File: config.mk
export PLATFORM = sky130hd
export DESIGN_NAME = mem_ctrl_flat
export DESIGN_NICKNAME = d
export VERILOG_FILES = /design/src/rtl/mem_ctrl_if.sv /design/src/rtl/mem_ctrl.sv /design/src/flat_wrapper.sv
export SDC_FILE = /design/constraint.sdc
export NUM_CORES = 1
export LEC_CHECK = 0
export CORE_MARGIN = 3
export CORE_UTILIZATION = 49
export CTS_CLUSTER_DIAMETER = 60
export CTS_CLUSTER_SIZE = 8
export DETAILED_ROUTE_END_ITERATION = 7
export PLACE_DENSITY = 0.89
export SYNTH_ARGS = -nofsm -noshare
export SYNTH_HDL_FRONTEND = slang
export SYNTH_SLANG_ARGS = --single-unit
export TNS_END_PERCENT = 50
File: constraint.sdc
create_clock -name clk -period 3.3 [get_ports clk]
set_input_delay 0.66 -clock clk [delete_from_list [all_inputs] [get_ports clk]]
set_output_delay 0.66 -clock clk [all_outputs]
set_load 0.05 [all_outputs]
File: src/rtl/mem_ctrl_if.sv
// rtl/mem_ctrl_if.sv - load/store request, response and word-RAM bus bundle for mem_ctrl
interface mem_ctrl_if #(
  parameter int ADDR_W = 10
);
  logic              req_valid;
  logic              req_ready;
  logic              req_we;
  logic [1:0]        req_size;
  logic              req_signed;
  logic [ADDR_W+1:0] req_addr;
  logic [31:0]       req_wdata;
  logic              resp_valid;
  logic [31:0]       resp_rdata;
  logic              resp_err;
  logic [ADDR_W-1:0] ram_addr;
  logic              ram_cs;
  logic              ram_rd;
  logic              ram_oe;
  logic [31:0]       ram_wdata;
  logic [31:0]       ram_rdata;

  // The master side is the MEM stage together with the RAM it fronts.
  modport master (
    output req_valid, req_we, req_size, req_signed, req_addr, req_wdata, ram_rdata,
    input  req_ready, resp_valid, resp_rdata, resp_err,
    input  ram_addr, ram_cs, ram_rd, ram_oe, ram_wdata
  );

  modport slave (
    input  req_valid, req_we, req_size, req_signed, req_addr, req_wdata, ram_rdata,
    output req_ready, resp_valid, resp_rdata, resp_err,
    output ram_addr, ram_cs, ram_rd, ram_oe, ram_wdata
  );
endinterface

File: src/rtl/mem_ctrl.sv
// rtl/mem_ctrl.sv - byte-addressed load/store front-end for a big-endian 32-bit word RAM
module mem_ctrl #(
  parameter int ADDR_W = 10
) (
  input  logic     clk,
  input  logic     rst_n,
  mem_ctrl_if.slave bus
);
  typedef enum logic [2:0] {
    S_IDLE = 3'd0,
    S_RD   = 3'd1,
    S_RDW  = 3'd2,
    S_WR   = 3'd3,
    S_RESP = 3'd4
  } state_t;

  state_t            state_q, state_d;
  logic [ADDR_W+1:0] addr_q, addr_d;
  logic [1:0]        size_q, size_d;
  logic              we_q, we_d;
  logic              signed_q, signed_d;
  logic              err_q, err_d;
  logic [31:0]       wdata_q, wdata_d;
  logic [31:0]       word_q, word_d;

  logic              accept;
  logic              req_err;
  logic [4:0]        lane_sh;
  logic [31:0]       word_sh;
  logic [31:0]       merged;
  logic [31:0]       loaded;

  assign accept = bus.req_valid && bus.req_ready;

  always_comb begin
    req_err = 1'b0;
    case (bus.req_size)
      2'b01:   req_err = bus.req_addr[0];
      2'b10:   req_err = (bus.req_addr[1:0] != 2'b00);
      2'b11:   req_err = 1'b1;
      default: req_err = 1'b0;
    endcase
  end

  // Big-endian: offset 0 is the most significant lane, so the shift is the inverted offset.
  always_comb begin
    lane_sh = '0;
    merged  = wdata_q;
    loaded  = word_q;
    word_sh = '0;
    case (size_q)
      2'b00: begin
        lane_sh = {~addr_q[1:0], 3'b000};
        word_sh = word_q >> lane_sh;
        loaded  = signed_q ? {{24{word_sh[7]}}, word_sh[7:0]} : {24'b0, word_sh[7:0]};
        merged  = (word_q & ~(32'h0000_00FF << lane_sh)) | ({24'b0, wdata_q[7:0]} << lane_sh);
      end
      2'b01: begin
        lane_sh = addr_q[1] ? 5'd0 : 5'd16;
        word_sh = word_q >> lane_sh;
        loaded  = signed_q ? {{16{word_sh[15]}}, word_sh[15:0]} : {16'b0, word_sh[15:0]};
        merged  = (word_q & ~(32'h0000_FFFF << lane_sh)) | ({16'b0, wdata_q[15:0]} << lane_sh);
      end
      default: begin
        loaded = word_q;
        merged = wdata_q;
      end
    endcase
  end

  always_comb begin
    state_d  = state_q;
    addr_d   = addr_q;
    size_d   = size_q;
    we_d     = we_q;
    signed_d = signed_q;
    err_d    = err_q;
    wdata_d  = wdata_q;
    word_d   = word_q;
    case (state_q)
      S_IDLE: begin
        if (accept) begin
          addr_d   = bus.req_addr;
          size_d   = bus.req_size;
          we_d     = bus.req_we;
          signed_d = bus.req_signed;
          wdata_d  = bus.req_wdata;
          err_d    = req_err;
          if (req_err) begin
            state_d = S_RESP;
          end else if (bus.req_we && bus.req_size == 2'b10) begin
            state_d = S_WR;
          end else begin
            state_d = S_RD;
          end
        end
      end
      S_RD:   state_d = S_RDW;
      S_RDW: begin
        word_d  = bus.ram_rdata;
        state_d = we_q ? S_WR : S_RESP;
      end
      S_WR:   state_d = S_RESP;
      S_RESP: state_d = S_IDLE;
      default: state_d = S_IDLE;
    endcase
  end

  always_ff @(posedge clk) begin
    if (!rst_n) begin
      state_q  <= S_IDLE;
      addr_q   <= '0;
      size_q   <= '0;
      we_q     <= 1'b0;
      signed_q <= 1'b0;
      err_q    <= 1'b0;
      wdata_q  <= '0;
      word_q   <= '0;
    end else begin
      state_q  <= state_d;
      addr_q   <= addr_d;
      size_q   <= size_d;
      we_q     <= we_d;
      signed_q <= signed_d;
      err_q    <= err_d;
      wdata_q  <= wdata_d;
      word_q   <= word_d;
    end
  end

  assign bus.req_ready  = rst_n && (state_q == S_IDLE);
  assign bus.ram_addr   = addr_q[ADDR_W+1:2];
  assign bus.ram_cs     = (state_q == S_RD) || (state_q == S_RDW) || (state_q == S_WR);
  assign bus.ram_rd     = (state_q == S_RD) || (state_q == S_RDW);
  assign bus.ram_oe     = (state_q == S_RD) || (state_q == S_RDW);
  assign bus.ram_wdata  = (state_q == S_WR) ? merged : 32'h0;
  assign bus.resp_valid = (state_q == S_RESP);
  assign bus.resp_err   = (state_q == S_RESP) && err_q;
  assign bus.resp_rdata = ((state_q == S_RESP) && !we_q && !err_q) ? loaded : 32'h0;
endmodule

File: src/flat_wrapper.sv
// flat-port wrapper written by rule: the top's interface ports become plain ports
module mem_ctrl_flat 
#(
  parameter int ADDR_W = 10
)
  (clk, rst_n, bus_req_valid, bus_req_we, bus_req_size, bus_req_signed, bus_req_addr, bus_req_wdata, bus_ram_rdata, bus_req_ready, bus_resp_valid, bus_resp_rdata, bus_resp_err, bus_ram_addr, bus_ram_cs, bus_ram_rd, bus_ram_oe, bus_ram_wdata);
  mem_ctrl_if #(.ADDR_W(ADDR_W)) bus_i ();
  input  logic clk;
  input  logic rst_n;
  input wire logic [$bits(bus_i.req_valid)-1:0] bus_req_valid;
  input wire logic [$bits(bus_i.req_we)-1:0] bus_req_we;
  input wire logic [$bits(bus_i.req_size)-1:0] bus_req_size;
  input wire logic [$bits(bus_i.req_signed)-1:0] bus_req_signed;
  input wire logic [$bits(bus_i.req_addr)-1:0] bus_req_addr;
  input wire logic [$bits(bus_i.req_wdata)-1:0] bus_req_wdata;
  input wire logic [$bits(bus_i.ram_rdata)-1:0] bus_ram_rdata;
  output wire logic [$bits(bus_i.req_ready)-1:0] bus_req_ready;
  output wire logic [$bits(bus_i.resp_valid)-1:0] bus_resp_valid;
  output wire logic [$bits(bus_i.resp_rdata)-1:0] bus_resp_rdata;
  output wire logic [$bits(bus_i.resp_err)-1:0] bus_resp_err;
  output wire logic [$bits(bus_i.ram_addr)-1:0] bus_ram_addr;
  output wire logic [$bits(bus_i.ram_cs)-1:0] bus_ram_cs;
  output wire logic [$bits(bus_i.ram_rd)-1:0] bus_ram_rd;
  output wire logic [$bits(bus_i.ram_oe)-1:0] bus_ram_oe;
  output wire logic [$bits(bus_i.ram_wdata)-1:0] bus_ram_wdata;
  assign bus_i.req_valid = bus_req_valid;
  assign bus_i.req_we = bus_req_we;
  assign bus_i.req_size = bus_req_size;
  assign bus_i.req_signed = bus_req_signed;
  assign bus_i.req_addr = bus_req_addr;
  assign bus_i.req_wdata = bus_req_wdata;
  assign bus_i.ram_rdata = bus_ram_rdata;
  assign bus_req_ready = bus_i.req_ready;
  assign bus_resp_valid = bus_i.resp_valid;
  assign bus_resp_rdata = bus_i.resp_rdata;
  assign bus_resp_err = bus_i.resp_err;
  assign bus_ram_addr = bus_i.ram_addr;
  assign bus_ram_cs = bus_i.ram_cs;
  assign bus_ram_rd = bus_i.ram_rd;
  assign bus_ram_oe = bus_i.ram_oe;
  assign bus_ram_wdata = bus_i.ram_wdata;
  mem_ctrl #(.ADDR_W(ADDR_W)) u_core (.clk(clk), .rst_n(rst_n), .bus(bus_i));
endmodule
==> results.sh <==
export IMPL_status="complete, no violations"
export IMPL_ys_seq_area_share_pct=36.82
export IMPL_drcViolationCount=0
export IMPL_r2r_setup_slack_ns=1.37
export IMPL_hold_buffers=0
export IMPL_core_area_um2=8891
export IMPL_die_y_um=102.5
export IMPL_cts_root_buffer="clkbuf_8"
export IMPL_hold_path_class="reg -> reg"
export IMPL_first_global_vias=5012
export IMPL_fin_worst_skew_ns=0.01530
export IMPL_maxCapViolations=0
export IMPL_antenna_found_initial=0
export IMPL_crit_arrival_ns=2.43
export IMPL_fin_crit_sh_pct=93.56
export IMPL_period_minus_slack_ns=3.088
export IMPL_netlist_area_leader_share_pct=36.82
export IMPL_num_vias=5065
export IMPL_min_to="u_core.addr_q[4]"
export IMPL_tightestPinTransition_ns=0.7884
export IMPL_grtUsageTotal_pct=32.93
export IMPL_netlist_instances=603
export IMPL_p_leak_nw=2.881
export IMPL_cts_resized=0
export IMPL_final_layout_size_suffix_gt1_share_pct=16.02
export IMPL_place_detailed_hpwl_um=13060
export IMPL_startpoint_type="flop"
export IMPL_stdcell_count=851
export IMPL_setup_viol=0
export IMPL_ys_flop_type="dfxtp_1"
export IMPL_clock_path_buffers=2
export IMPL_relSlewSlack_pct=47.44
export IMPL_dr_pass1_iters=5
export IMPL_synth_largest_area_cell="dfxtp_1"
export IMPL_grt_first_pass_wirelength_um=26350
export IMPL_cts_clk_slew_worst_paths_ns=0.10
export IMPL_netlist_area_um2=4567
export IMPL_final_setup_worst_slack_ns=0.2124
export IMPL_clock_sinks=84
export IMPL_worst_r2r_path_depth=5
export IMPL_first_iter_violations=332
export IMPL_numPortBuffers=162
export IMPL_cts_tree="done"
export IMPL_cts_setup_buffers=0
export IMPL_end_kind="primary output"
export IMPL_finalHoldViolCount=0
export IMPL_place_gp_congestion=0.9413
export IMPL_rr_endpoint="u_core.wdata_q[30]"
export IMPL_rows=34
export IMPL_path_class="reg -> out"
export IMPL_wirelength_um=17330
export IMPL_irDropWorstVdd_v=0.0001916
export IMPL_dieArea_um2=10510
export IMPL_synth_common_cells="178 x nand2_1, 84 x dfxtp_1, 50 x nand3_1"
export IMPL_p_per_area_nw_per_um2=384.5
export IMPL_placed_cells=835
export IMPL_dieWidth_um=102.5
export IMPL_fin_hold_ws_ns=0.4567
export IMPL_synth_distinct_cells=47
export IMPL_syn_area_per_cell_um2=7.574
export IMPL_overflow=0
export IMPL_ys_seq_elements=84
export IMPL_start_util_pct=51.37
export IMPL_hold_depth=2
export IMPL_ant_nets=0
export IMPL_critPathMaxFanout=17
export IMPL_numCtsBuffers=9
export IMPL_hp_start="u_core.addr_q[4]"
export IMPL_synth_nets=686
export IMPL_finalSetupTns_ns=0
export IMPL_rsz0062_at_grt="false"
export IMPL_wl_per_cell_um=20.37
export IMPL_area_delta_synth_final_pct=51.34
export IMPL_yosysWarnings=0
export IMPL_worst_ep_required_time_ns=2.64
export IMPL_max_freq_ghz=0.3239
export IMPL_nets=821
export IMPL_grt_max_degree=82
export IMPL_reg2reg_from="u_core.state_q[2]"
export IMPL_synth_most_common_cell="nand2_1"
export IMPL_synth_edff_count=0
export IMPL_async_reset_ff_share_pct=0
export IMPL_vias_per_cell=5.952
export IMPL_io_pins=163
export IMPL_diodes=0
export IMPL_slew_viol_final=0
export IMPL_cts_max_level=3
export IMPL_insertion_delay_ns=0.37
export IMPL_synth_area_leaders="dfxtp_1 37%, nand2_1 15%, a21boi_0 5.6%, mux2i_1 5.5%, nand3_1 5.5%"
export IMPL_post_place_ws_ns=0.4491
==> layer usage <==
metal	vias to the layer above	track usage [%]	share of wire [%]
li1	2339	-	-
met1	2421	42.26	40
met2	266	53.97	48
met3	39	7.104	9.6
met4	0	13.12	2.8
met5	-	0	0
==> worst max-delay path: stages (launching register included) <==
cell and delay (ns):
dfxtp_2 0.55, mux2_4 0.36, or2_2 0.29, a41oi_2 0.45, a221oi_1 0.19, buf_4 0.23
==> worst max-delay path by stage <==
| stage | from | end | slack (ns) | depth (start not counted) |
|---|---|---|---|---|
| 3_3_place_gp | u_core.addr_q[1] | bus_resp_rdata[14] | 0.50 | 5 |
| 2_1_floorplan | u_core.size_q[0] | bus_resp_rdata[5] | 0.28 | 6 |
| 5_1_grt | u_core.state_q[0] | bus_ram_wdata[15] | 0.09 | 6 |
| 4_1_cts | u_core.addr_q[1] | bus_resp_rdata[14] | 0.05 | 5 |
| 3_5_place_dp | u_core.addr_q[1] | bus_resp_rdata[14] | 0.45 | 5 |
| 6_report | u_core.addr_q[1] | bus_resp_rdata[14] | 0.21 | 5 |
==> sequential cells by signal, summed over array words and instances, names as in the netlist <==
name and count:
u_core.signed_q 1, u_core.word_q 32, u_core.addr_q 12, u_core.err_q 1, u_core.wdata_q 32, u_core.size_q 2
u_core.state_q 3, u_core.we_q 1
==> cell type report <==
cell class,instances,area (um^2)
Tap cell,108,135.1
Inverter,13,48.80
Timing Repair Buffer,181,2270
Sequential cell,84,1683
Clock inverter,5,82.58
Multi-Input combinational cell,449,2541
Fill cell,618,1979
Clock buffer,11,151.4
==> where the power goes <==
| group | total (mW) | leakage [nW] | switching [mW] | internal [mW] |
|---|---|---|---|---|
| clock network | 0.861 | 0.120 | 0.390 | 0.471 |
| registers | 1.18 | 0.687 | 0.0975 | 1.09 |
| logic | 0.614 | 2.07 | 0.352 | 0.262 |
==> logic make-up (layout without fill, tap and decap cells) <==
kind of cell | Yosys count | in the layout | share of synthesized area, %
AOI/OAI and AO/OA | 147 | 147 | 22.47
muxes | 28 | 28 | 6.301
DFF | 84 | 84 | 36.82
xor gates and xnor gates | 1 | 1 | 0.1918
and+or+nand+nor | 273 | 273 | 26.47
buffers and inverters | 70 | 210 | 7.753
==> stage by stage <==
step           utilization [%]  total power [mW]  instance area, um^2
6_report                 77.74             2.658                 6912
2_1_floorplan                -             1.560                 4567
3_3_place_gp             74.98             1.787                 6666
5_1_grt                  77.74             2.750                 6912
3_5_place_dp             74.98             1.804                 6666
4_1_cts                  77.61             2.647                 6900
==> layout by cell type, fill, tap and decap left out, drive strengths merged, types with 13 or more instances in the layout <==
cell	synthesis	final
nor2	22	22
nand2	178	178
a21boi	34	34
buf	32	83
nand3	51	51
o21ai	22	22
a21o	16	16
inv	12	13
mux2i	25	25
clkdlybuf4s50	0	96
o22ai	15	15
a21oi	23	23
dfxtp	84	84
Power figures use the tool's default switching activity.
